File: src/rtl/calc_queue_if.sv
`default_nettype none
// ============================================================================
// Module      : calc_queue_if
// Description : Command/operand bundle between the queue calculator ALU and
//               its operand queue.
// Revision    : 1.0 - initial release
// ============================================================================
interface calc_queue_if #(
    parameter int DATA_W = 8,
    parameter int ADDR_W = 4
);
    logic                  op_valid;
    logic [1:0]            queue_op;
    logic [DATA_W-1:0]     result;
    logic                  calc_err;
    logic                  err_clr;
    logic [2*DATA_W-1:0]   operands;
    logic [DATA_W-1:0]     pop_data;
    logic                  pop_valid;
    logic [ADDR_W:0]       count;
    logic                  empty;
    logic                  full;
    logic                  err;
    logic [1:0]            err_code;

    modport master (
        output op_valid, queue_op, result, calc_err, err_clr,
        input  operands, pop_data, pop_valid, count, empty, full, err, err_code
    );

    modport slave (
        input  op_valid, queue_op, result, calc_err, err_clr,
        output operands, pop_data, pop_valid, count, empty, full, err, err_code
    );
endinterface
`default_nettype wire

File: src/rtl/calc_queue.sv
`default_nettype none
// ============================================================================
// Module      : calc_queue
// Description : Circular operand FIFO executing ALU queue commands, with a
//               RUN/ERR error state machine.
// Revision    : 1.0 - initial release
// ============================================================================
module calc_queue #(
    parameter int         DATA_W         = 8,
    parameter int         DEPTH          = 16,
    parameter int         ADDR_W         = 4,
    parameter logic [1:0] Q_PUSH         = 2'b00,
    parameter logic [1:0] Q_SLEEP        = 2'b01,
    parameter logic [1:0] Q_POP          = 2'b11,
    parameter logic [1:0] Q_GET_AND_PUSH = 2'b10
) (
    input  wire logic        clk,
    input  wire logic        rst,
    calc_queue_if.slave      q
);
    localparam logic [ADDR_W-1:0] c_PTR_ONE  = ADDR_W'(1);
    localparam logic [ADDR_W-1:0] c_PTR_TWO  = ADDR_W'(2);
    localparam logic [ADDR_W:0]   c_CNT_ZERO = '0;
    localparam logic [ADDR_W:0]   c_CNT_ONE  = (ADDR_W+1)'(1);
    localparam logic [ADDR_W:0]   c_CNT_TWO  = (ADDR_W+1)'(2);
    localparam logic [ADDR_W:0]   c_CNT_FULL = (ADDR_W+1)'(DEPTH);

    localparam logic [1:0] c_ERR_NONE  = 2'b00;
    localparam logic [1:0] c_ERR_UNDER = 2'b01;
    localparam logic [1:0] c_ERR_OVER  = 2'b10;
    localparam logic [1:0] c_ERR_CALC  = 2'b11;

    typedef enum logic [0:0] {
        ST_RUN = 1'b0,
        ST_ERR = 1'b1
    } state_t;

    state_t                r_state;
    state_t                w_state_nxt;
    logic [1:0]            r_err_code;
    logic [1:0]            w_err_code_nxt;
    logic [DATA_W-1:0]     r_mem [DEPTH];
    logic [ADDR_W-1:0]     r_head;
    logic [ADDR_W-1:0]     r_tail;
    logic [ADDR_W:0]       r_count;
    logic [DATA_W-1:0]     r_pop_data;
    logic                  r_pop_valid;
    logic                  w_push;
    logic                  w_pop;
    logic                  w_gap;
    logic                  w_empty;
    logic                  w_full;
    logic [ADDR_W-1:0]     w_head_p1;

    assign w_empty   = (r_count == c_CNT_ZERO);
    assign w_full    = (r_count == c_CNT_FULL);
    assign w_head_p1 = r_head + c_PTR_ONE;

    always_comb begin
        w_state_nxt    = r_state;
        w_err_code_nxt = r_err_code;
        w_push         = 1'b0;
        w_pop          = 1'b0;
        w_gap          = 1'b0;
        case (r_state)
            ST_RUN: begin
                if (q.op_valid) begin
                    if (q.calc_err) begin
                        w_state_nxt    = ST_ERR;
                        w_err_code_nxt = c_ERR_CALC;
                    end else begin
                        case (q.queue_op)
                            Q_PUSH: begin
                                if (w_full) begin
                                    w_state_nxt    = ST_ERR;
                                    w_err_code_nxt = c_ERR_OVER;
                                end else begin
                                    w_push = 1'b1;
                                end
                            end
                            Q_POP: begin
                                if (w_empty) begin
                                    w_state_nxt    = ST_ERR;
                                    w_err_code_nxt = c_ERR_UNDER;
                                end else begin
                                    w_pop = 1'b1;
                                end
                            end
                            Q_GET_AND_PUSH: begin
                                if (r_count < c_CNT_TWO) begin
                                    w_state_nxt    = ST_ERR;
                                    w_err_code_nxt = c_ERR_UNDER;
                                end else begin
                                    w_gap = 1'b1;
                                end
                            end
                            default: ;
                        endcase
                    end
                end
            end
            ST_ERR: begin
                if (q.err_clr) begin
                    w_state_nxt    = ST_RUN;
                    w_err_code_nxt = c_ERR_NONE;
                end
            end
            default: begin
                w_state_nxt    = ST_RUN;
                w_err_code_nxt = c_ERR_NONE;
            end
        endcase
    end

    always_ff @(posedge clk) begin
        if (rst) begin
            r_state     <= ST_RUN;
            r_err_code  <= c_ERR_NONE;
            r_head      <= '0;
            r_tail      <= '0;
            r_count     <= '0;
            r_pop_data  <= '0;
            r_pop_valid <= 1'b0;
        end else begin
            r_state     <= w_state_nxt;
            r_err_code  <= w_err_code_nxt;
            r_pop_valid <= w_pop;
            if (w_pop) begin
                r_pop_data <= r_mem[r_head];
                r_head     <= w_head_p1;
                r_count    <= r_count - c_CNT_ONE;
            end else if (w_gap) begin
                r_head  <= r_head + c_PTR_TWO;
                r_tail  <= r_tail + c_PTR_ONE;
                r_count <= r_count - c_CNT_ONE;
            end else if (w_push) begin
                r_tail  <= r_tail + c_PTR_ONE;
                r_count <= r_count + c_CNT_ONE;
            end
        end
    end

    // When full, tail equals head; get-and-push overwrites a slot consumed at the same edge.
    always_ff @(posedge clk) begin
        if (!rst && (w_push || w_gap)) begin
            r_mem[r_tail] <= q.result;
        end
    end

    assign q.operands[DATA_W-1:0]        = w_empty ? '0 : r_mem[r_head];
    assign q.operands[2*DATA_W-1:DATA_W] = (r_count < c_CNT_TWO) ? '0 : r_mem[w_head_p1];
    assign q.pop_data  = r_pop_data;
    assign q.pop_valid = r_pop_valid;
    assign q.count     = r_count;
    assign q.empty     = w_empty;
    assign q.full      = w_full;
    assign q.err       = (r_state == ST_ERR);
    assign q.err_code  = r_err_code;
endmodule
`default_nettype wire

File: src/flat_wrapper.sv
// flat-port wrapper written by rule: the top's interface ports become plain ports
module calc_queue_flat 
#(
    parameter int         DATA_W         = 8,
    parameter int         DEPTH          = 16,
    parameter int         ADDR_W         = 4,
    parameter logic [1:0] Q_PUSH         = 2'b00,
    parameter logic [1:0] Q_SLEEP        = 2'b01,
    parameter logic [1:0] Q_POP          = 2'b11,
    parameter logic [1:0] Q_GET_AND_PUSH = 2'b10
)
  (clk, rst, q_op_valid, q_queue_op, q_result, q_calc_err, q_err_clr, q_operands, q_pop_data, q_pop_valid, q_count, q_empty, q_full, q_err, q_err_code);
  calc_queue_if #(.DATA_W(DATA_W), .ADDR_W(ADDR_W)) q_i ();
  input  wire logic clk;
  input  wire logic rst;
  input wire logic [$bits(q_i.op_valid)-1:0] q_op_valid;
  input wire logic [$bits(q_i.queue_op)-1:0] q_queue_op;
  input wire logic [$bits(q_i.result)-1:0] q_result;
  input wire logic [$bits(q_i.calc_err)-1:0] q_calc_err;
  input wire logic [$bits(q_i.err_clr)-1:0] q_err_clr;
  output wire logic [$bits(q_i.operands)-1:0] q_operands;
  output wire logic [$bits(q_i.pop_data)-1:0] q_pop_data;
  output wire logic [$bits(q_i.pop_valid)-1:0] q_pop_valid;
  output wire logic [$bits(q_i.count)-1:0] q_count;
  output wire logic [$bits(q_i.empty)-1:0] q_empty;
  output wire logic [$bits(q_i.full)-1:0] q_full;
  output wire logic [$bits(q_i.err)-1:0] q_err;
  output wire logic [$bits(q_i.err_code)-1:0] q_err_code;
  assign q_i.op_valid = q_op_valid;
  assign q_i.queue_op = q_queue_op;
  assign q_i.result = q_result;
  assign q_i.calc_err = q_calc_err;
  assign q_i.err_clr = q_err_clr;
  assign q_operands = q_i.operands;
  assign q_pop_data = q_i.pop_data;
  assign q_pop_valid = q_i.pop_valid;
  assign q_count = q_i.count;
  assign q_empty = q_i.empty;
  assign q_full = q_i.full;
  assign q_err = q_i.err;
  assign q_err_code = q_i.err_code;
  calc_queue #(.DATA_W(DATA_W), .DEPTH(DEPTH), .ADDR_W(ADDR_W), .Q_PUSH(Q_PUSH), .Q_SLEEP(Q_SLEEP), .Q_POP(Q_POP), .Q_GET_AND_PUSH(Q_GET_AND_PUSH)) u_core (.clk(clk), .rst(rst), .q(q_i));
endmodule
File: config.mk
export PLATFORM = sky130hd
export DESIGN_NAME = calc_queue_flat
export DESIGN_NICKNAME = d
export VERILOG_FILES = /design/src/rtl/calc_queue_if.sv /design/src/rtl/calc_queue.sv /design/src/flat_wrapper.sv
export SDC_FILE = /design/constraint.sdc
export NUM_CORES = 1
export LEC_CHECK = 0
export CAP_MARGIN = 40
export CORE_ASPECT_RATIO = 0.75
export CORE_MARGIN = 3
export CORE_UTILIZATION = 45
export CTS_CLUSTER_DIAMETER = 40
export CTS_CLUSTER_SIZE = 8
export DETAILED_ROUTE_END_ITERATION = 12
export GPL_TIMING_DRIVEN = 0
export SETUP_SLACK_MARGIN = 0.2
export SYNTH_ARGS = -nofsm -noshare
export SYNTH_HDL_FRONTEND = slang
export SYNTH_SLANG_ARGS = --single-unit
export TNS_END_PERCENT = 30
File: constraint.sdc
create_clock -name clk -period 3 [get_ports clk]
set_input_delay 0.6 -clock clk [delete_from_list [all_inputs] [get_ports clk]]
set_output_delay 0.6 -clock clk [all_outputs]
set_load 0.005 [all_outputs]
Word-level counts from Yosys, hierarchy flattened
Memory sizes are Yosys's and may differ from the RTL's. A register that Yosys moved wholly into a read port is not among the register bits.
Index checks and enable logic that the tools add are counted.
- add/subtract/negate cells: 5
- magnitude comparators: 1
- equal/unequal tests: 9
- muxes and demuxes: 44
- bitwise operators: 2
- reductions and logical operators: 10
- operators by type and width (operator ; count):
    $mux 4 ; 6
    $mux 1 ; 23
    $mux 8 ; 2
    $mux 5 ; 3
    $mux 2 ; 6
    $add 4x1->4 const B ; 2
    $ne 4x3->1 const B ; 2
    $pmux 2 s3 ; 1
    $reduce_and 6->1 ; 1
    $add 5x1->5 const B ; 1
    $eq 5x5->1 const B ; 1
    $logic_not 5->1 ; 1
    $lt 5x2->1 const B ; 1
    $ne 5x5->1 const B ; 1
    $sub 5x1->5 const B ; 1
    $add 4x2->4 const B ; 1
    $eq 2x2->1 const B ; 2
    $ne 2x2->1 const B ; 2
    $ne 4x4->1 const B ; 1
    $pmux 2 s2 ; 1
    $reduce_bool 2->1 ; 2
    $pmux 1 s3 ; 1
    $reduce_bool 3->1 ; 1
    $logic_not 2->1 ; 1
    other kinds (6) ; 7
- bits in registers: 25
- RAM bits: 128
- bits of input ports: 15
- output and inout port bits: 35
- logic and storage cells: 79
- memories kept: 1
- memory list (memory ; words ; bits a word ; read ports ; clocked after Yosys merged registers in ; wr ports ; RTL line ; RTL):
    u_core.r_mem ; 16 ; 8 ; 2 ; 1 ; 1 ; calc_queue.sv:42 ; logic [DATA_W-1:0] r_mem [DEPTH];

Depth between registers and ports, before layout
- word-level depth: 10
- depth in mapped cells: 8
- gate-level depth less buffers: 7

Least setup slack after synthesis
Ideal clock, no wire load.
- kind: register -> output
- start: register u_core.r_head[1]
- end: output port q_operands[10]
- arrival time: 1758 ps
- data required time: 2400 ps
- path slack: 642 ps
- stages on the path, launching flop included: 8
- path buffers: 2
- cell sequence: dfxtp_1 ha_1 buf_2 buf_2 mux4_2 and2b_1 a211oi_1 a211oi_1
- longest elaborated chain between the ends: 3
- ends and longest elaborated chain (what ; RTL line ; RTL):
    start, declared ; calc_queue.sv:43 ; logic [ADDR_W-1:0] r_head;
    start signal, assigned ; calc_queue.sv:130 ; r_head <= w_head_p1;
    start signal, assigned ; calc_queue.sv:133 ; r_head <= r_head + c_PTR_TWO;
    $add 4x1->4 ; calc_queue.sv:57 ; assign w_head_p1 = r_head + c_PTR_ONE;
    $mem_v2 16x8 ; -- ;
    $mux 8 ; calc_queue.sv:151 ; assign q.operands[2*DATA_W-1:DATA_W] = (r_count < c_CNT_TWO) ? '0 : r_mem[w_head_p1];
    end, declared ; flat_wrapper.sv:21 ; output wire logic [$bits(q_i.operands)-1:0] q_operands;
No other way between the ends.

Final worst setup path
- start: register u_core.r_head[1]
- end: output port q_operands[14]
Same word-level chain as after synthesis.

==> run metrics <==
Crit. End Element=output pin; Setup violations, final=0; most common cell after layout, fill and taps aside=edfxtp_1; post-route setup TNS=0 ns; critical path class=reg2out; largest cells by area after synthesis=edfxtp_1, mux4_2, dfxtp_1; average cell area after synthesis=15.70 um2; largest net degree at the start of global routing=17; fillcell total=1197; Max Freq=336.1 MHz; via count=5217; number of I/O pins=50; internal power=3905 uW; Post-Syn Nets=504; die height=118.2 um; via/cell ratio=6.181; post-route ant nets=0; worst slew pin tran=0.7347 ns; initial DRC count=408; Clock Power Share=0.451; DR WL/cell=26.58 um; startpoint type of the worst setup path=register; Period minus WS final=2.976 ns; Initial DRT Pass Iterations=6; Cell Count Post-Placement=754; area leader, netlist=edfxtp_1; Root Driver=clkbuf_16; Seq cells post-synth=157; post-layout util=0.6265; fin cells=844; grt met3 use=0.08858; H-tree levels=4; CTS Buf Count=17; Top FF cell, synth=edfxtp_1; Post-synth EDFFs=128; Residual DRC=0; relative slew slack=0.5075; layout cell share with drive strength beyond 1=0.4543; Post-Layout Inst Area=10160 um2; overall power=4942 uW; area grow syn2layout=34.57%; die width=155.6 um; Max Cap Viol=0; final hold vios=0; clock latency on the worst-skew pair=0.42 ns; cells after synthesis=481; core area=16220 um2; CTS tree=yes; Netlist Area Pre-Place=7550 um2; final wirelength=22.43 mm; Synth top area share=0.5091; dpl hpwl=14.71 mm; Sw Share=0.2097; Tcrit/Tclk final=0.9919; gr busiest metal=met2; most frequent cells in the layout=edfxtp_1, mux4_2, buf_4; GRT Residual Overflow=0; HP Class=reg2reg; Placed Area=8422 um2; first-pass GRT wire length=32.74 mm; total track usage=0.2483; total power divided by cell area=486.4 nW/um2; CP arrival=2.38 ns; cts-stage hold buffer count=0; die area=18380 um2; IO buf count=47; status=finished clean; fin nets=645; worst ir drop on vdd=0.0003458 V; FFs w/ async S/R, synth=0; met1 usage=0.3542; Clock transition at path regs=0.06 ns; Flop pwr share=0.481; sequential-to-total area share from yosys stat=0.5860; Yosys warning count=0; Inserted Diodes=0; CTS sink cnt=157; Net Sw Power=1036 uW; Leak=0.003367 uW; combinational share of power=0.069; cell row count=40; met2 usage=0.3649; number of global-route vias before repair=5134; fin. max-slew vios=0; initial core utilization=0.4656; Critical Path RT=2.40 ns; Clock Skew=0.007582 ns; Routability Congestion=0.8120; RSZ-0062 raised after global routing=yes; initial antenna violation count=0; clk buf depth=2; Max Fanout on Critical Path=4; number of unique standard cell types used by synthesis=57
## routing by layer
metal,vias up,share of wire
met5,-,0
met1,2677,0.41
met3,34,0.11
met2,277,0.46
met4,0,0.017
li1,2229,-
## area by class of cell
type                            instances  area [um2]  area share
Buffer                                 32       396.6     0.03904
Clock buffer                           20       436.7     0.04298
Clock inverter                         11       167.7     0.01650
Inverter                                6       22.52    0.002217
Multi-Input combinational cell        286        3261      0.3209
Sequential cell                       157        4438      0.4368
Tap cell                              210       262.8     0.02586
Timing Repair Buffer                  122        1175      0.1156
## repair_timing
item / 4_1_cts / 5_1_grt
cloned: 3 / 0
buffers inserted: 44 / 12
pin swaps: 28 / 22
resized for setup: 168 / 51
setup endpoints to repair: 50 / 98
## worst paths after layout
path	startpoint	endpoint	slack, ns	cells past startpoint
worst max-delay path	u_core.r_head[1]$_SDFFE_PP0P_	q_operands[14]	0.02	8
worst min-delay path	u_core.q.pop_data[6]$_SDFFE_PP0P_	u_core.q.pop_data[6]$_SDFFE_PP0P_	0.45	2
worst max register to register	register	u_core.q.pop_data[5]$_SDFFE_PP0P_	0.23	20
worst min register to register	u_core.q.pop_data[6]$_SDFFE_PP0P_	u_core.q.pop_data[6]$_SDFFE_PP0P_	0.45	2
## sequential cells by signal, summed over array words and instances (netlist names), named ones only
signal and cells:
u_core.r_tail 4, u_core.q.err_code 2, u_core.q.err 1, u_core.q.pop_valid 1
u_core.r_mem 128, u_core.q.count 5, u_core.q.pop_data 8, u_core.r_head 4
## stage by stage
step                setup slack [ns]  hold WS, ns
CTS                          0.02873       0.4560
detailed placement           -0.5297       0.4475
floorplan                     0.6421       0.4527
global placement             -0.5353       0.4444
finish                       0.02425       0.4521
global route                -0.04082       0.4741
## synthesized netlist by cell type, types with 2 or more instances
| cell | instances |
|---|---|
| buf_4 | 9 |
| nand2b_1 | 7 |
| xnor2_1 | 5 |
| a21oi_1 | 28 |
| nand3b_2 | 2 |
| or3_1 | 2 |
| xor2_1 | 5 |
| inv_1 | 6 |
| nor2_1 | 33 |
| mux2i_1 | 9 |
| clkbuf_1 | 7 |
| nand3_1 | 5 |
| edfxtp_1 | 128 |
| and2b_1 | 5 |
| buf_6 | 3 |
| nor2b_1 | 7 |
| mux4_2 | 64 |
| nor3_1 | 2 |
| o21ai_0 | 2 |
| a22oi_1 | 17 |
| a211oi_1 | 16 |
| nand2_1 | 33 |
| ha_1 | 8 |
| nand3b_1 | 4 |
| buf_2 | 12 |
| nand4_1 | 3 |
| dfxtp_1 | 29 |
## power groups by stage
stage | Sequential, uW | Clock, uW | Combinational [uW]
2_1_floorplan | 2420 | 0 | 147
3_3_place_gp | 2420 | 0 | 290
5_1_grt | 2370 | 2340 | 362
3_5_place_dp | 2420 | 0 | 295
4_1_cts | 2370 | 2260 | 328
6_report | 2370 | 2230 | 340
## cell families after synthesis
| group | after synthesis | share of synthesized area |
|---|---|---|
| xor gates and xnor gates | 10 | 0.01160 |
| AOI/OAI and AO/OA | 78 | 0.07243 |
| and+or+nand+nor | 117 | 0.08552 |
| adders and majority gates | 8 | 0.01326 |
| muxes | 73 | 0.2029 |
| DFF | 157 | 0.5860 |
| buffers and inverters | 38 | 0.02834 |
## worst max-delay path, cell delays in order, from the launching register on
cell	delay, ns
dfxtp_4	0.35
ha_4	0.26
buf_6	0.11
buf_4	0.12
mux4_2	0.50
and2b_1	0.19
a211oi_2	0.22
a211oi_2	0.06
buf_2	0.15
Power figures use the tool's default switching activity.
